[src/rtl/axi_arbiter_2to1_if.sv]
// rtl/axi_arbiter_2to1_if.sv - AXI4 channel bundle shared by the arbiter ports
interface axi_if #(
  parameter int ADDR_W = 32,
  parameter int DATA_W = 32
);
  logic [ADDR_W-1:0]   araddr;
  logic [7:0]          arlen;
  logic [2:0]          arsize;
  logic [1:0]          arburst;
  logic                arvalid;
  logic                arready;
  logic [DATA_W-1:0]   rdata;
  logic [1:0]          rresp;
  logic                rlast;
  logic                rvalid;
  logic                rready;
  logic [ADDR_W-1:0]   awaddr;
  logic [7:0]          awlen;
  logic [2:0]          awsize;
  logic [1:0]          awburst;
  logic                awvalid;
  logic                awready;
  logic [DATA_W-1:0]   wdata;
  logic [DATA_W/8-1:0] wstrb;
  logic                wlast;
  logic                wvalid;
  logic                wready;
  logic [1:0]          bresp;
  logic                bvalid;
  logic                bready;

  modport master (
    output araddr, arlen, arsize, arburst, arvalid, rready,
    output awaddr, awlen, awsize, awburst, awvalid,
    output wdata, wstrb, wlast, wvalid, bready,
    input  arready, rdata, rresp, rlast, rvalid,
    input  awready, wready, bresp, bvalid
  );

  modport slave (
    input  araddr, arlen, arsize, arburst, arvalid, rready,
    input  awaddr, awlen, awsize, awburst, awvalid,
    input  wdata, wstrb, wlast, wvalid, bready,
    output arready, rdata, rresp, rlast, rvalid,
    output awready, wready, bresp, bvalid
  );
endinterface

[src/rtl/axi_arbiter_2to1.sv]
// rtl/axi_arbiter_2to1.sv - round-robin 2:1 AXI4 arbiter, independent read and write paths
module axi_arbiter_2to1 #(
  parameter bit DEFAULT_PRIO = 1'b0
) (
  input  logic  aclk,
  input  logic  areset_n,
  axi_if.slave  s0_axi,
  axi_if.slave  s1_axi,
  axi_if.master m_axi,
  output logic  rd_busy,
  output logic  rd_owner,
  output logic  wr_busy,
  output logic  wr_owner
);

  typedef enum logic [1:0] {R_IDLE, R_ADDR, R_DATA} rd_state_t;
  typedef enum logic [1:0] {W_IDLE, W_ADDR, W_DATA, W_RESP} wr_state_t;

  rd_state_t rd_state, rd_state_nxt;
  wr_state_t wr_state, wr_state_nxt;
  logic rd_grant, rd_grant_nxt, rd_prio, rd_prio_nxt;
  logic wr_grant, wr_grant_nxt, wr_prio, wr_prio_nxt;

  always_ff @(posedge aclk) begin
    if (!areset_n) begin
      rd_state <= R_IDLE;
      rd_grant <= DEFAULT_PRIO;
      rd_prio  <= DEFAULT_PRIO;
      wr_state <= W_IDLE;
      wr_grant <= DEFAULT_PRIO;
      wr_prio  <= DEFAULT_PRIO;
    end else begin
      rd_state <= rd_state_nxt;
      rd_grant <= rd_grant_nxt;
      rd_prio  <= rd_prio_nxt;
      wr_state <= wr_state_nxt;
      wr_grant <= wr_grant_nxt;
      wr_prio  <= wr_prio_nxt;
    end
  end

  // A lone requester wins outright; a tie goes to the priority bit.
  always_comb begin
    rd_state_nxt = rd_state;
    rd_grant_nxt = rd_grant;
    rd_prio_nxt  = rd_prio;
    case (rd_state)
      R_IDLE: if (s0_axi.arvalid || s1_axi.arvalid) begin
        rd_grant_nxt = (s0_axi.arvalid && s1_axi.arvalid) ? rd_prio : s1_axi.arvalid;
        rd_state_nxt = R_ADDR;
      end
      R_ADDR: if (m_axi.arvalid && m_axi.arready) rd_state_nxt = R_DATA;
      R_DATA: if (m_axi.rvalid && m_axi.rready && m_axi.rlast) begin
        rd_state_nxt = R_IDLE;
        rd_prio_nxt  = ~rd_grant;
      end
      default: rd_state_nxt = R_IDLE;
    endcase
  end

  always_comb begin
    wr_state_nxt = wr_state;
    wr_grant_nxt = wr_grant;
    wr_prio_nxt  = wr_prio;
    case (wr_state)
      W_IDLE: if (s0_axi.awvalid || s1_axi.awvalid) begin
        wr_grant_nxt = (s0_axi.awvalid && s1_axi.awvalid) ? wr_prio : s1_axi.awvalid;
        wr_state_nxt = W_ADDR;
      end
      W_ADDR: if (m_axi.awvalid && m_axi.awready) wr_state_nxt = W_DATA;
      W_DATA: if (m_axi.wvalid && m_axi.wready && m_axi.wlast) wr_state_nxt = W_RESP;
      W_RESP: if (m_axi.bvalid && m_axi.bready) begin
        wr_state_nxt = W_IDLE;
        wr_prio_nxt  = ~wr_grant;
      end
      default: wr_state_nxt = W_IDLE;
    endcase
  end

  always_comb begin
    m_axi.araddr   = '0;
    m_axi.arlen    = '0;
    m_axi.arsize   = '0;
    m_axi.arburst  = '0;
    m_axi.arvalid  = 1'b0;
    m_axi.rready   = 1'b0;
    s0_axi.arready = 1'b0;
    s0_axi.rvalid  = 1'b0;
    s0_axi.rdata   = '0;
    s0_axi.rresp   = '0;
    s0_axi.rlast   = 1'b0;
    s1_axi.arready = 1'b0;
    s1_axi.rvalid  = 1'b0;
    s1_axi.rdata   = '0;
    s1_axi.rresp   = '0;
    s1_axi.rlast   = 1'b0;
    if (rd_state == R_ADDR) begin
      if (rd_grant) begin
        m_axi.araddr   = s1_axi.araddr;
        m_axi.arlen    = s1_axi.arlen;
        m_axi.arsize   = s1_axi.arsize;
        m_axi.arburst  = s1_axi.arburst;
        m_axi.arvalid  = s1_axi.arvalid;
        s1_axi.arready = m_axi.arready;
      end else begin
        m_axi.araddr   = s0_axi.araddr;
        m_axi.arlen    = s0_axi.arlen;
        m_axi.arsize   = s0_axi.arsize;
        m_axi.arburst  = s0_axi.arburst;
        m_axi.arvalid  = s0_axi.arvalid;
        s0_axi.arready = m_axi.arready;
      end
    end
    if (rd_state == R_DATA) begin
      if (rd_grant) begin
        m_axi.rready  = s1_axi.rready;
        s1_axi.rvalid = m_axi.rvalid;
        s1_axi.rdata  = m_axi.rdata;
        s1_axi.rresp  = m_axi.rresp;
        s1_axi.rlast  = m_axi.rlast;
      end else begin
        m_axi.rready  = s0_axi.rready;
        s0_axi.rvalid = m_axi.rvalid;
        s0_axi.rdata  = m_axi.rdata;
        s0_axi.rresp  = m_axi.rresp;
        s0_axi.rlast  = m_axi.rlast;
      end
    end
  end

  // Early W beats stall here: wready only reaches a requester in W_DATA.
  always_comb begin
    m_axi.awaddr   = '0;
    m_axi.awlen    = '0;
    m_axi.awsize   = '0;
    m_axi.awburst  = '0;
    m_axi.awvalid  = 1'b0;
    m_axi.wdata    = '0;
    m_axi.wstrb    = '0;
    m_axi.wlast    = 1'b0;
    m_axi.wvalid   = 1'b0;
    m_axi.bready   = 1'b0;
    s0_axi.awready = 1'b0;
    s0_axi.wready  = 1'b0;
    s0_axi.bvalid  = 1'b0;
    s0_axi.bresp   = '0;
    s1_axi.awready = 1'b0;
    s1_axi.wready  = 1'b0;
    s1_axi.bvalid  = 1'b0;
    s1_axi.bresp   = '0;
    case (wr_state)
      W_ADDR: if (wr_grant) begin
        m_axi.awaddr   = s1_axi.awaddr;
        m_axi.awlen    = s1_axi.awlen;
        m_axi.awsize   = s1_axi.awsize;
        m_axi.awburst  = s1_axi.awburst;
        m_axi.awvalid  = s1_axi.awvalid;
        s1_axi.awready = m_axi.awready;
      end else begin
        m_axi.awaddr   = s0_axi.awaddr;
        m_axi.awlen    = s0_axi.awlen;
        m_axi.awsize   = s0_axi.awsize;
        m_axi.awburst  = s0_axi.awburst;
        m_axi.awvalid  = s0_axi.awvalid;
        s0_axi.awready = m_axi.awready;
      end
      W_DATA: if (wr_grant) begin
        m_axi.wdata   = s1_axi.wdata;
        m_axi.wstrb   = s1_axi.wstrb;
        m_axi.wlast   = s1_axi.wlast;
        m_axi.wvalid  = s1_axi.wvalid;
        s1_axi.wready = m_axi.wready;
      end else begin
        m_axi.wdata   = s0_axi.wdata;
        m_axi.wstrb   = s0_axi.wstrb;
        m_axi.wlast   = s0_axi.wlast;
        m_axi.wvalid  = s0_axi.wvalid;
        s0_axi.wready = m_axi.wready;
      end
      W_RESP: if (wr_grant) begin
        m_axi.bready  = s1_axi.bready;
        s1_axi.bvalid = m_axi.bvalid;
        s1_axi.bresp  = m_axi.bresp;
      end else begin
        m_axi.bready  = s0_axi.bready;
        s0_axi.bvalid = m_axi.bvalid;
        s0_axi.bresp  = m_axi.bresp;
      end
      default: ;
    endcase
  end

  assign rd_busy  = (rd_state != R_IDLE);
  assign rd_owner = rd_grant;
  assign wr_busy  = (wr_state != W_IDLE);
  assign wr_owner = wr_grant;

endmodule

[src/flat_wrapper.sv]
// flat-port wrapper written by rule: the top's interface ports become plain ports
module axi_arbiter_2to1_flat 
#(
  parameter bit DEFAULT_PRIO = 1'b0
)
  (aclk, areset_n, rd_busy, rd_owner, wr_busy, wr_owner, s0_axi_araddr, s0_axi_arlen, s0_axi_arsize, s0_axi_arburst, s0_axi_arvalid, s0_axi_rready, s0_axi_awaddr, s0_axi_awlen, s0_axi_awsize, s0_axi_awburst, s0_axi_awvalid, s0_axi_wdata, s0_axi_wstrb, s0_axi_wlast, s0_axi_wvalid, s0_axi_bready, s0_axi_arready, s0_axi_rdata, s0_axi_rresp, s0_axi_rlast, s0_axi_rvalid, s0_axi_awready, s0_axi_wready, s0_axi_bresp, s0_axi_bvalid, s1_axi_araddr, s1_axi_arlen, s1_axi_arsize, s1_axi_arburst, s1_axi_arvalid, s1_axi_rready, s1_axi_awaddr, s1_axi_awlen, s1_axi_awsize, s1_axi_awburst, s1_axi_awvalid, s1_axi_wdata, s1_axi_wstrb, s1_axi_wlast, s1_axi_wvalid, s1_axi_bready, s1_axi_arready, s1_axi_rdata, s1_axi_rresp, s1_axi_rlast, s1_axi_rvalid, s1_axi_awready, s1_axi_wready, s1_axi_bresp, s1_axi_bvalid, m_axi_araddr, m_axi_arlen, m_axi_arsize, m_axi_arburst, m_axi_arvalid, m_axi_rready, m_axi_awaddr, m_axi_awlen, m_axi_awsize, m_axi_awburst, m_axi_awvalid, m_axi_wdata, m_axi_wstrb, m_axi_wlast, m_axi_wvalid, m_axi_bready, m_axi_arready, m_axi_rdata, m_axi_rresp, m_axi_rlast, m_axi_rvalid, m_axi_awready, m_axi_wready, m_axi_bresp, m_axi_bvalid);
  axi_if s0_axi_i ();
  axi_if s1_axi_i ();
  axi_if m_axi_i ();
  input  logic aclk;
  input  logic areset_n;
  output logic rd_busy;
  output logic rd_owner;
  output logic wr_busy;
  output logic wr_owner;
  input wire logic [$bits(s0_axi_i.araddr)-1:0] s0_axi_araddr;
  input wire logic [$bits(s0_axi_i.arlen)-1:0] s0_axi_arlen;
  input wire logic [$bits(s0_axi_i.arsize)-1:0] s0_axi_arsize;
  input wire logic [$bits(s0_axi_i.arburst)-1:0] s0_axi_arburst;
  input wire logic [$bits(s0_axi_i.arvalid)-1:0] s0_axi_arvalid;
  input wire logic [$bits(s0_axi_i.rready)-1:0] s0_axi_rready;
  input wire logic [$bits(s0_axi_i.awaddr)-1:0] s0_axi_awaddr;
  input wire logic [$bits(s0_axi_i.awlen)-1:0] s0_axi_awlen;
  input wire logic [$bits(s0_axi_i.awsize)-1:0] s0_axi_awsize;
  input wire logic [$bits(s0_axi_i.awburst)-1:0] s0_axi_awburst;
  input wire logic [$bits(s0_axi_i.awvalid)-1:0] s0_axi_awvalid;
  input wire logic [$bits(s0_axi_i.wdata)-1:0] s0_axi_wdata;
  input wire logic [$bits(s0_axi_i.wstrb)-1:0] s0_axi_wstrb;
  input wire logic [$bits(s0_axi_i.wlast)-1:0] s0_axi_wlast;
  input wire logic [$bits(s0_axi_i.wvalid)-1:0] s0_axi_wvalid;
  input wire logic [$bits(s0_axi_i.bready)-1:0] s0_axi_bready;
  output wire logic [$bits(s0_axi_i.arready)-1:0] s0_axi_arready;
  output wire logic [$bits(s0_axi_i.rdata)-1:0] s0_axi_rdata;
  output wire logic [$bits(s0_axi_i.rresp)-1:0] s0_axi_rresp;
  output wire logic [$bits(s0_axi_i.rlast)-1:0] s0_axi_rlast;
  output wire logic [$bits(s0_axi_i.rvalid)-1:0] s0_axi_rvalid;
  output wire logic [$bits(s0_axi_i.awready)-1:0] s0_axi_awready;
  output wire logic [$bits(s0_axi_i.wready)-1:0] s0_axi_wready;
  output wire logic [$bits(s0_axi_i.bresp)-1:0] s0_axi_bresp;
  output wire logic [$bits(s0_axi_i.bvalid)-1:0] s0_axi_bvalid;
  input wire logic [$bits(s1_axi_i.araddr)-1:0] s1_axi_araddr;
  input wire logic [$bits(s1_axi_i.arlen)-1:0] s1_axi_arlen;
  input wire logic [$bits(s1_axi_i.arsize)-1:0] s1_axi_arsize;
  input wire logic [$bits(s1_axi_i.arburst)-1:0] s1_axi_arburst;
  input wire logic [$bits(s1_axi_i.arvalid)-1:0] s1_axi_arvalid;
  input wire logic [$bits(s1_axi_i.rready)-1:0] s1_axi_rready;
  input wire logic [$bits(s1_axi_i.awaddr)-1:0] s1_axi_awaddr;
  input wire logic [$bits(s1_axi_i.awlen)-1:0] s1_axi_awlen;
  input wire logic [$bits(s1_axi_i.awsize)-1:0] s1_axi_awsize;
  input wire logic [$bits(s1_axi_i.awburst)-1:0] s1_axi_awburst;
  input wire logic [$bits(s1_axi_i.awvalid)-1:0] s1_axi_awvalid;
  input wire logic [$bits(s1_axi_i.wdata)-1:0] s1_axi_wdata;
  input wire logic [$bits(s1_axi_i.wstrb)-1:0] s1_axi_wstrb;
  input wire logic [$bits(s1_axi_i.wlast)-1:0] s1_axi_wlast;
  input wire logic [$bits(s1_axi_i.wvalid)-1:0] s1_axi_wvalid;
  input wire logic [$bits(s1_axi_i.bready)-1:0] s1_axi_bready;
  output wire logic [$bits(s1_axi_i.arready)-1:0] s1_axi_arready;
  output wire logic [$bits(s1_axi_i.rdata)-1:0] s1_axi_rdata;
  output wire logic [$bits(s1_axi_i.rresp)-1:0] s1_axi_rresp;
  output wire logic [$bits(s1_axi_i.rlast)-1:0] s1_axi_rlast;
  output wire logic [$bits(s1_axi_i.rvalid)-1:0] s1_axi_rvalid;
  output wire logic [$bits(s1_axi_i.awready)-1:0] s1_axi_awready;
  output wire logic [$bits(s1_axi_i.wready)-1:0] s1_axi_wready;
  output wire logic [$bits(s1_axi_i.bresp)-1:0] s1_axi_bresp;
  output wire logic [$bits(s1_axi_i.bvalid)-1:0] s1_axi_bvalid;
  output wire logic [$bits(m_axi_i.araddr)-1:0] m_axi_araddr;
  output wire logic [$bits(m_axi_i.arlen)-1:0] m_axi_arlen;
  output wire logic [$bits(m_axi_i.arsize)-1:0] m_axi_arsize;
  output wire logic [$bits(m_axi_i.arburst)-1:0] m_axi_arburst;
  output wire logic [$bits(m_axi_i.arvalid)-1:0] m_axi_arvalid;
  output wire logic [$bits(m_axi_i.rready)-1:0] m_axi_rready;
  output wire logic [$bits(m_axi_i.awaddr)-1:0] m_axi_awaddr;
  output wire logic [$bits(m_axi_i.awlen)-1:0] m_axi_awlen;
  output wire logic [$bits(m_axi_i.awsize)-1:0] m_axi_awsize;
  output wire logic [$bits(m_axi_i.awburst)-1:0] m_axi_awburst;
  output wire logic [$bits(m_axi_i.awvalid)-1:0] m_axi_awvalid;
  output wire logic [$bits(m_axi_i.wdata)-1:0] m_axi_wdata;
  output wire logic [$bits(m_axi_i.wstrb)-1:0] m_axi_wstrb;
  output wire logic [$bits(m_axi_i.wlast)-1:0] m_axi_wlast;
  output wire logic [$bits(m_axi_i.wvalid)-1:0] m_axi_wvalid;
  output wire logic [$bits(m_axi_i.bready)-1:0] m_axi_bready;
  input wire logic [$bits(m_axi_i.arready)-1:0] m_axi_arready;
  input wire logic [$bits(m_axi_i.rdata)-1:0] m_axi_rdata;
  input wire logic [$bits(m_axi_i.rresp)-1:0] m_axi_rresp;
  input wire logic [$bits(m_axi_i.rlast)-1:0] m_axi_rlast;
  input wire logic [$bits(m_axi_i.rvalid)-1:0] m_axi_rvalid;
  input wire logic [$bits(m_axi_i.awready)-1:0] m_axi_awready;
  input wire logic [$bits(m_axi_i.wready)-1:0] m_axi_wready;
  input wire logic [$bits(m_axi_i.bresp)-1:0] m_axi_bresp;
  input wire logic [$bits(m_axi_i.bvalid)-1:0] m_axi_bvalid;
  assign s0_axi_i.araddr = s0_axi_araddr;
  assign s0_axi_i.arlen = s0_axi_arlen;
  assign s0_axi_i.arsize = s0_axi_arsize;
  assign s0_axi_i.arburst = s0_axi_arburst;
  assign s0_axi_i.arvalid = s0_axi_arvalid;
  assign s0_axi_i.rready = s0_axi_rready;
  assign s0_axi_i.awaddr = s0_axi_awaddr;
  assign s0_axi_i.awlen = s0_axi_awlen;
  assign s0_axi_i.awsize = s0_axi_awsize;
  assign s0_axi_i.awburst = s0_axi_awburst;
  assign s0_axi_i.awvalid = s0_axi_awvalid;
  assign s0_axi_i.wdata = s0_axi_wdata;
  assign s0_axi_i.wstrb = s0_axi_wstrb;
  assign s0_axi_i.wlast = s0_axi_wlast;
  assign s0_axi_i.wvalid = s0_axi_wvalid;
  assign s0_axi_i.bready = s0_axi_bready;
  assign s0_axi_arready = s0_axi_i.arready;
  assign s0_axi_rdata = s0_axi_i.rdata;
  assign s0_axi_rresp = s0_axi_i.rresp;
  assign s0_axi_rlast = s0_axi_i.rlast;
  assign s0_axi_rvalid = s0_axi_i.rvalid;
  assign s0_axi_awready = s0_axi_i.awready;
  assign s0_axi_wready = s0_axi_i.wready;
  assign s0_axi_bresp = s0_axi_i.bresp;
  assign s0_axi_bvalid = s0_axi_i.bvalid;
  assign s1_axi_i.araddr = s1_axi_araddr;
  assign s1_axi_i.arlen = s1_axi_arlen;
  assign s1_axi_i.arsize = s1_axi_arsize;
  assign s1_axi_i.arburst = s1_axi_arburst;
  assign s1_axi_i.arvalid = s1_axi_arvalid;
  assign s1_axi_i.rready = s1_axi_rready;
  assign s1_axi_i.awaddr = s1_axi_awaddr;
  assign s1_axi_i.awlen = s1_axi_awlen;
  assign s1_axi_i.awsize = s1_axi_awsize;
  assign s1_axi_i.awburst = s1_axi_awburst;
  assign s1_axi_i.awvalid = s1_axi_awvalid;
  assign s1_axi_i.wdata = s1_axi_wdata;
  assign s1_axi_i.wstrb = s1_axi_wstrb;
  assign s1_axi_i.wlast = s1_axi_wlast;
  assign s1_axi_i.wvalid = s1_axi_wvalid;
  assign s1_axi_i.bready = s1_axi_bready;
  assign s1_axi_arready = s1_axi_i.arready;
  assign s1_axi_rdata = s1_axi_i.rdata;
  assign s1_axi_rresp = s1_axi_i.rresp;
  assign s1_axi_rlast = s1_axi_i.rlast;
  assign s1_axi_rvalid = s1_axi_i.rvalid;
  assign s1_axi_awready = s1_axi_i.awready;
  assign s1_axi_wready = s1_axi_i.wready;
  assign s1_axi_bresp = s1_axi_i.bresp;
  assign s1_axi_bvalid = s1_axi_i.bvalid;
  assign m_axi_araddr = m_axi_i.araddr;
  assign m_axi_arlen = m_axi_i.arlen;
  assign m_axi_arsize = m_axi_i.arsize;
  assign m_axi_arburst = m_axi_i.arburst;
  assign m_axi_arvalid = m_axi_i.arvalid;
  assign m_axi_rready = m_axi_i.rready;
  assign m_axi_awaddr = m_axi_i.awaddr;
  assign m_axi_awlen = m_axi_i.awlen;
  assign m_axi_awsize = m_axi_i.awsize;
  assign m_axi_awburst = m_axi_i.awburst;
  assign m_axi_awvalid = m_axi_i.awvalid;
  assign m_axi_wdata = m_axi_i.wdata;
  assign m_axi_wstrb = m_axi_i.wstrb;
  assign m_axi_wlast = m_axi_i.wlast;
  assign m_axi_wvalid = m_axi_i.wvalid;
  assign m_axi_bready = m_axi_i.bready;
  assign m_axi_i.arready = m_axi_arready;
  assign m_axi_i.rdata = m_axi_rdata;
  assign m_axi_i.rresp = m_axi_rresp;
  assign m_axi_i.rlast = m_axi_rlast;
  assign m_axi_i.rvalid = m_axi_rvalid;
  assign m_axi_i.awready = m_axi_awready;
  assign m_axi_i.wready = m_axi_wready;
  assign m_axi_i.bresp = m_axi_bresp;
  assign m_axi_i.bvalid = m_axi_bvalid;
  axi_arbiter_2to1 #(.DEFAULT_PRIO(DEFAULT_PRIO)) u_core (.aclk(aclk), .areset_n(areset_n), .s0_axi(s0_axi_i), .s1_axi(s1_axi_i), .m_axi(m_axi_i), .rd_busy(rd_busy), .rd_owner(rd_owner), .wr_busy(wr_busy), .wr_owner(wr_owner));
endmodule
[config.mk]
export PLATFORM = sky130hd
export DESIGN_NAME = axi_arbiter_2to1_flat
export DESIGN_NICKNAME = d
export VERILOG_FILES = /design/src/rtl/axi_arbiter_2to1_if.sv /design/src/rtl/axi_arbiter_2to1.sv /design/src/flat_wrapper.sv
export SDC_FILE = /design/constraint.sdc
export NUM_CORES = 1
export LEC_CHECK = 0
export ABC_AREA = 1
export ABC_CLOCK_PERIOD_IN_PS = 2710
export CAP_MARGIN = 20
export CORE_AREA = 2 2 204 206
export CTS_CLUSTER_SIZE = 24
export DETAILED_ROUTE_END_ITERATION = 16
export DIE_AREA = 0 0 206 208
export PLACE_DENSITY_LB_ADDON = 0.05
export RECOVER_POWER = 50
export SYNTH_ARGS = -nofsm -noshare
export SYNTH_HDL_FRONTEND = slang
export SYNTH_SLANG_ARGS = --single-unit
[constraint.sdc]
create_clock -name aclk -period 2.71 [get_ports aclk]
set_input_delay 0.271 -clock aclk [delete_from_list [all_inputs] [get_ports aclk]]
set_output_delay 0.271 -clock aclk [all_outputs]
set_load 0.005 [all_outputs]
==> metrics.md <==
| Metric | Value |
|---|---|
| Max-Slew Margin vs Limit | `0.485` |
| Combined area of the multi-input logic cells | `2330 sq um` |
| Upper clock frequency limit | `0.406 GHz` |
| Number of instances in the synthesized netlist | `654` |
| First-pass GRT wire length | `41500 microns` |
| Worst Path Max Fanout | `80` |
| Min-Delay Endpoint | `u_core.wr_prio$_SDFFE_PN0P_` |
| Sum of negative setup slack | `0 ns` |
| Gate power share | `0.860` |
| Final min period | `2.46 ns` |
| Number of global-route vias before repair | `6137` |
| Placed cell count | `1678` |
| Last weighted congestion value of the routability-driven placer | `0.741` |
| Area added between synthesis and finish | `198%` |
| Die span in x | `206 microns` |
| Core utilization of the finished layout | `0.220` |
| Detailed-route wire length per cell | `17.8 microns` |
| Post-synth top area cell | `sky130_fd_sc_hd__nand2_1` |
| Post-CTS Setup Inserts | `0` |
| Hold Violations, Final | `0` |
| Flop2flop setup slack | `0.80 ns` |
| Capturing point of the worst reg2reg path | `u_core.wr_state[1]$_SDFFE_PN0P_` |
| Hold path depth | `2` |
| Static power due to leakage | `3.82 nW` |
| Max-slew violations | `0` |
| Total overflow reported by the global router | `0` |
| Starting DRT DRC Count | `227` |
| Non-filler instance count after layout | `1687` |
| Antenna violations before repair | `8` |
| Total CTS buffers | `3` |
| Sequential cell area fraction in the yosys report | `0.0533` |
| Max IR drop VDD | `252 uV` |
| Cell Int Power | `1.67 mW` |
| Critical path required time | `2.44 ns` |
| Arrival time at the worst endpoint | `2.19 ns` |
| Drt total wl | `30100 microns` |
| Register area | `164 sq um` |
| Clock slew at reported path FFs | `0.04 ns` |
| Layout fillers | `4603` |
| Maximum number of pins on one net before global-route repair | `81` |
| Core footprint | `40600 sq um` |
| Clk_lat worst skew | `0.23 ns` |
| Final setup vio count | `0` |
| CTS H-tree depth | `1` |
| Std-Cell Rows | `74` |
| # Max-Cap Violations | `0` |
| Vias after detailed routing | `6032` |
| Residual DRC count | `0` |
| Cell area after synthesis | `3000 sq um` |
| Sequential group share of total power | `0.055` |
| Clock tree from TritonCTS | `built` |
| Average cell area after synthesis | `4.59 sq um` |
| Synthesized flop and latch total | `8` |
| Fraction of post-synthesis cell area in the top cell type by area | `0.295` |
| Post-Synthesis Net Count | `966` |
| DRT antenna net count | `0` |
| Die footprint | `42800 sq um` |
| Worst hold path type | `reg -> reg` |
| Boundary Pins | `528` |
| Switching power share of the total | `0.433` |
| Power density cells | `331 nW/um^2` |
| Startpoint of the lowest-slack register-to-register path | `u_core.wr_state[0]$_SDFFE_PN0P_` |
| Post-DR vias/cell | `3.58` |
| Number of library cell types mapped by synthesis | `23` |
| Slew of the pin with the lowest slew margin | `0.773 ns` |
| Hold path startpoint | `u_core.wr_prio$_SDFFE_PN0P_` |
| Overall global routing resource usage | `0.130` |
| Unrepaired setup endpoints after global routing | `false` |
| Proportion of layout cells with a drive suffix above 1 | `0.0339` |
| CTS sink count | `8` |
| Final period util | `0.908` |
| Number of buffers inserted by port buffering | `527` |
| Synthesis warning total | `0` |
| Area contributors post-synth | `sky130_fd_sc_hd__nand2_1, sky130_fd_sc_hd__a21oi_1, sky130_fd_sc_hd__nand3_1` |
| Critical Path Source | `u_core.wr_state[0]$_SDFFE_PN0P_` |
| Largest buffer count on any clock path | `2` |
| Kind of end point of the critical path | `output port` |
| Series of cell instances along the critical path | `inv_1 > ha_2 > buf_6 > nand3_1 > nand2_1 > dlygate4sd3_1` |
| Total Nets Final | `1463` |
| CP max stage cell | `sky130_fd_sc_hd__dlygate4sd3_1` |
| Critical path class | `reg -> out` |
| Skew final | `0.000236 ns` |
| # hold bufs at CTS | `0` |
| Net switching component of the power | `1.28 mW` |
| Overall power after layout | `2.96 mW` |
| Clock root buffer | `sky130_fd_sc_hd__clkbuf_16` |
| # resized after CTS | `0` |
| Number of iterations in the first detailed-routing pass | `4` |
| HPWL after detailed placement | `25500 microns` |
| Depth of the worst register-to-register path | `11` |
| Result of the run | `finished, final reports clean` |
| Initial cell density of the core | `0.0740` |
| Crit path largest cell delay | `0.61 ns` |
| Startpoint Class | `flip-flop` |
| Relative contribution of the clock network to total power | `0.086` |
| Overall die height | `208 microns` |
cells by family (layout without fill, tap and decap cells):
group	count (synthesis)	after routing	synth area share
adders and majority gates	4	4	0.0167
AOI/OAI and AO/OA	108	108	0.182
other	0	5	0
and+or+nand+nor	420	420	0.577
buffers and inverters	114	610	0.170
DFF	8	8	0.0533
worst max path at each step:
stage	end	slack [ns]	depth (start not counted)
6_report	m_axi_wstrb[2]	0.25	6
2_1_floorplan	m_axi_wdata[24]	1.24	7
3_5_place_dp	m_axi_araddr[0]	0.62	6
3_3_place_gp	m_axi_araddr[29]	0.63	6
5_1_grt	s0_axi_rdata[30]	0.08	5
4_1_cts	m_axi_araddr[0]	0.35	6
cells in the mapped netlist:
master / count
sky130_fd_sc_hd__nand2_1: 236
sky130_fd_sc_hd__dfxtp_1: 8
sky130_fd_sc_hd__buf_4: 5
sky130_fd_sc_hd__inv_6: 1
sky130_fd_sc_hd__nand4_1: 2
sky130_fd_sc_hd__inv_1: 57
sky130_fd_sc_hd__nand3_2: 4
sky130_fd_sc_hd__o211ai_1: 2
sky130_fd_sc_hd__clkbuf_1: 12
sky130_fd_sc_hd__nor3_1: 6
sky130_fd_sc_hd__o21ai_1: 1
sky130_fd_sc_hd__o21ai_0: 5
sky130_fd_sc_hd__nand3_1: 76
sky130_fd_sc_hd__buf_1: 1
sky130_fd_sc_hd__nor2_2: 3
sky130_fd_sc_hd__nand2_2: 7
sky130_fd_sc_hd__a21oi_1: 99
sky130_fd_sc_hd__buf_2: 35
sky130_fd_sc_hd__inv_2: 1
sky130_fd_sc_hd__a21boi_0: 1
sky130_fd_sc_hd__buf_6: 2
sky130_fd_sc_hd__ha_1: 4
sky130_fd_sc_hd__nor2_1: 86
critical path, delay by kind of cell (launching register included):
kind | cells | cell delay (ns)
adders and majority gates | 1 | 0.18
buffers and inverters | 3 | 1.19
DFF | 1 | 0.33
and+or+nand+nor | 2 | 0.24
sequential cells by signal (all words and copies together) (netlist names):
name / flops
u_core.rd_owner: 1
u_core.rd_prio: 1
u_core.rd_state: 2
u_core.wr_owner: 1
u_core.wr_prio: 1
u_core.wr_state: 2
cells in the final DEF, fill, tap and decap left out, types with 6 or more instances in the layout:
cell,netlist,final
sky130_fd_sc_hd__nor2_1,86,87
sky130_fd_sc_hd__dfxtp_1,8,7
sky130_fd_sc_hd__nand2_1,236,236
sky130_fd_sc_hd__dlygate4sd3_1,0,65
sky130_fd_sc_hd__nor3_1,6,6
sky130_fd_sc_hd__buf_4,5,11
sky130_fd_sc_hd__nand3_1,76,76
sky130_fd_sc_hd__nand2_2,7,7
sky130_fd_sc_hd__clkdlybuf4s50_1,0,462
sky130_fd_sc_hd__inv_1,57,58
sky130_fd_sc_hd__a21oi_1,99,99
final cells by class:
class	instances	area share
diodes	5	0.00140
multi-input cells	532	0.261
inverters	59	0.0254
flip-flops and latches	8	0.0183
well taps	532	0.0745
repair buffers	547	0.611
clock buffers	4	0.00882
metrics by stage:
| step | cell area, sq um | hold slack [ns] | setup slack [ns] |
|---|---|---|---|
| floorplan | 3000 | 0.392 | 1.24 |
| global placement | 8870 | 0.545 | 0.633 |
| detailed placement | 8870 | 0.543 | 0.616 |
| CTS | 8950 | 0.547 | 0.346 |
| global route | 8930 | 0.560 | 0.0808 |
| finish | 8930 | 0.524 | 0.249 |
power groups by stage:
stage          Clock [mW]  Combinational [mW]  Sequential (mW)
3_5_place_dp            0                2.68            0.165
2_1_floorplan           0               0.968            0.154
5_1_grt             0.277                2.78            0.165
3_3_place_gp            0                2.72            0.164
4_1_cts             0.263                2.69            0.163
6_report            0.254                2.54            0.162
routing by layer:
metal,vias to the layer above,GRT usage,share of wire
met2,289,0.264,0.55
met5,-,0,0.0016
met4,8,0.0167,0.0075
met1,2668,0.128,0.35
li1,3051,-,-
met3,16,0.0446,0.099
No activity file was read; power rests on OpenSTA's default activity.
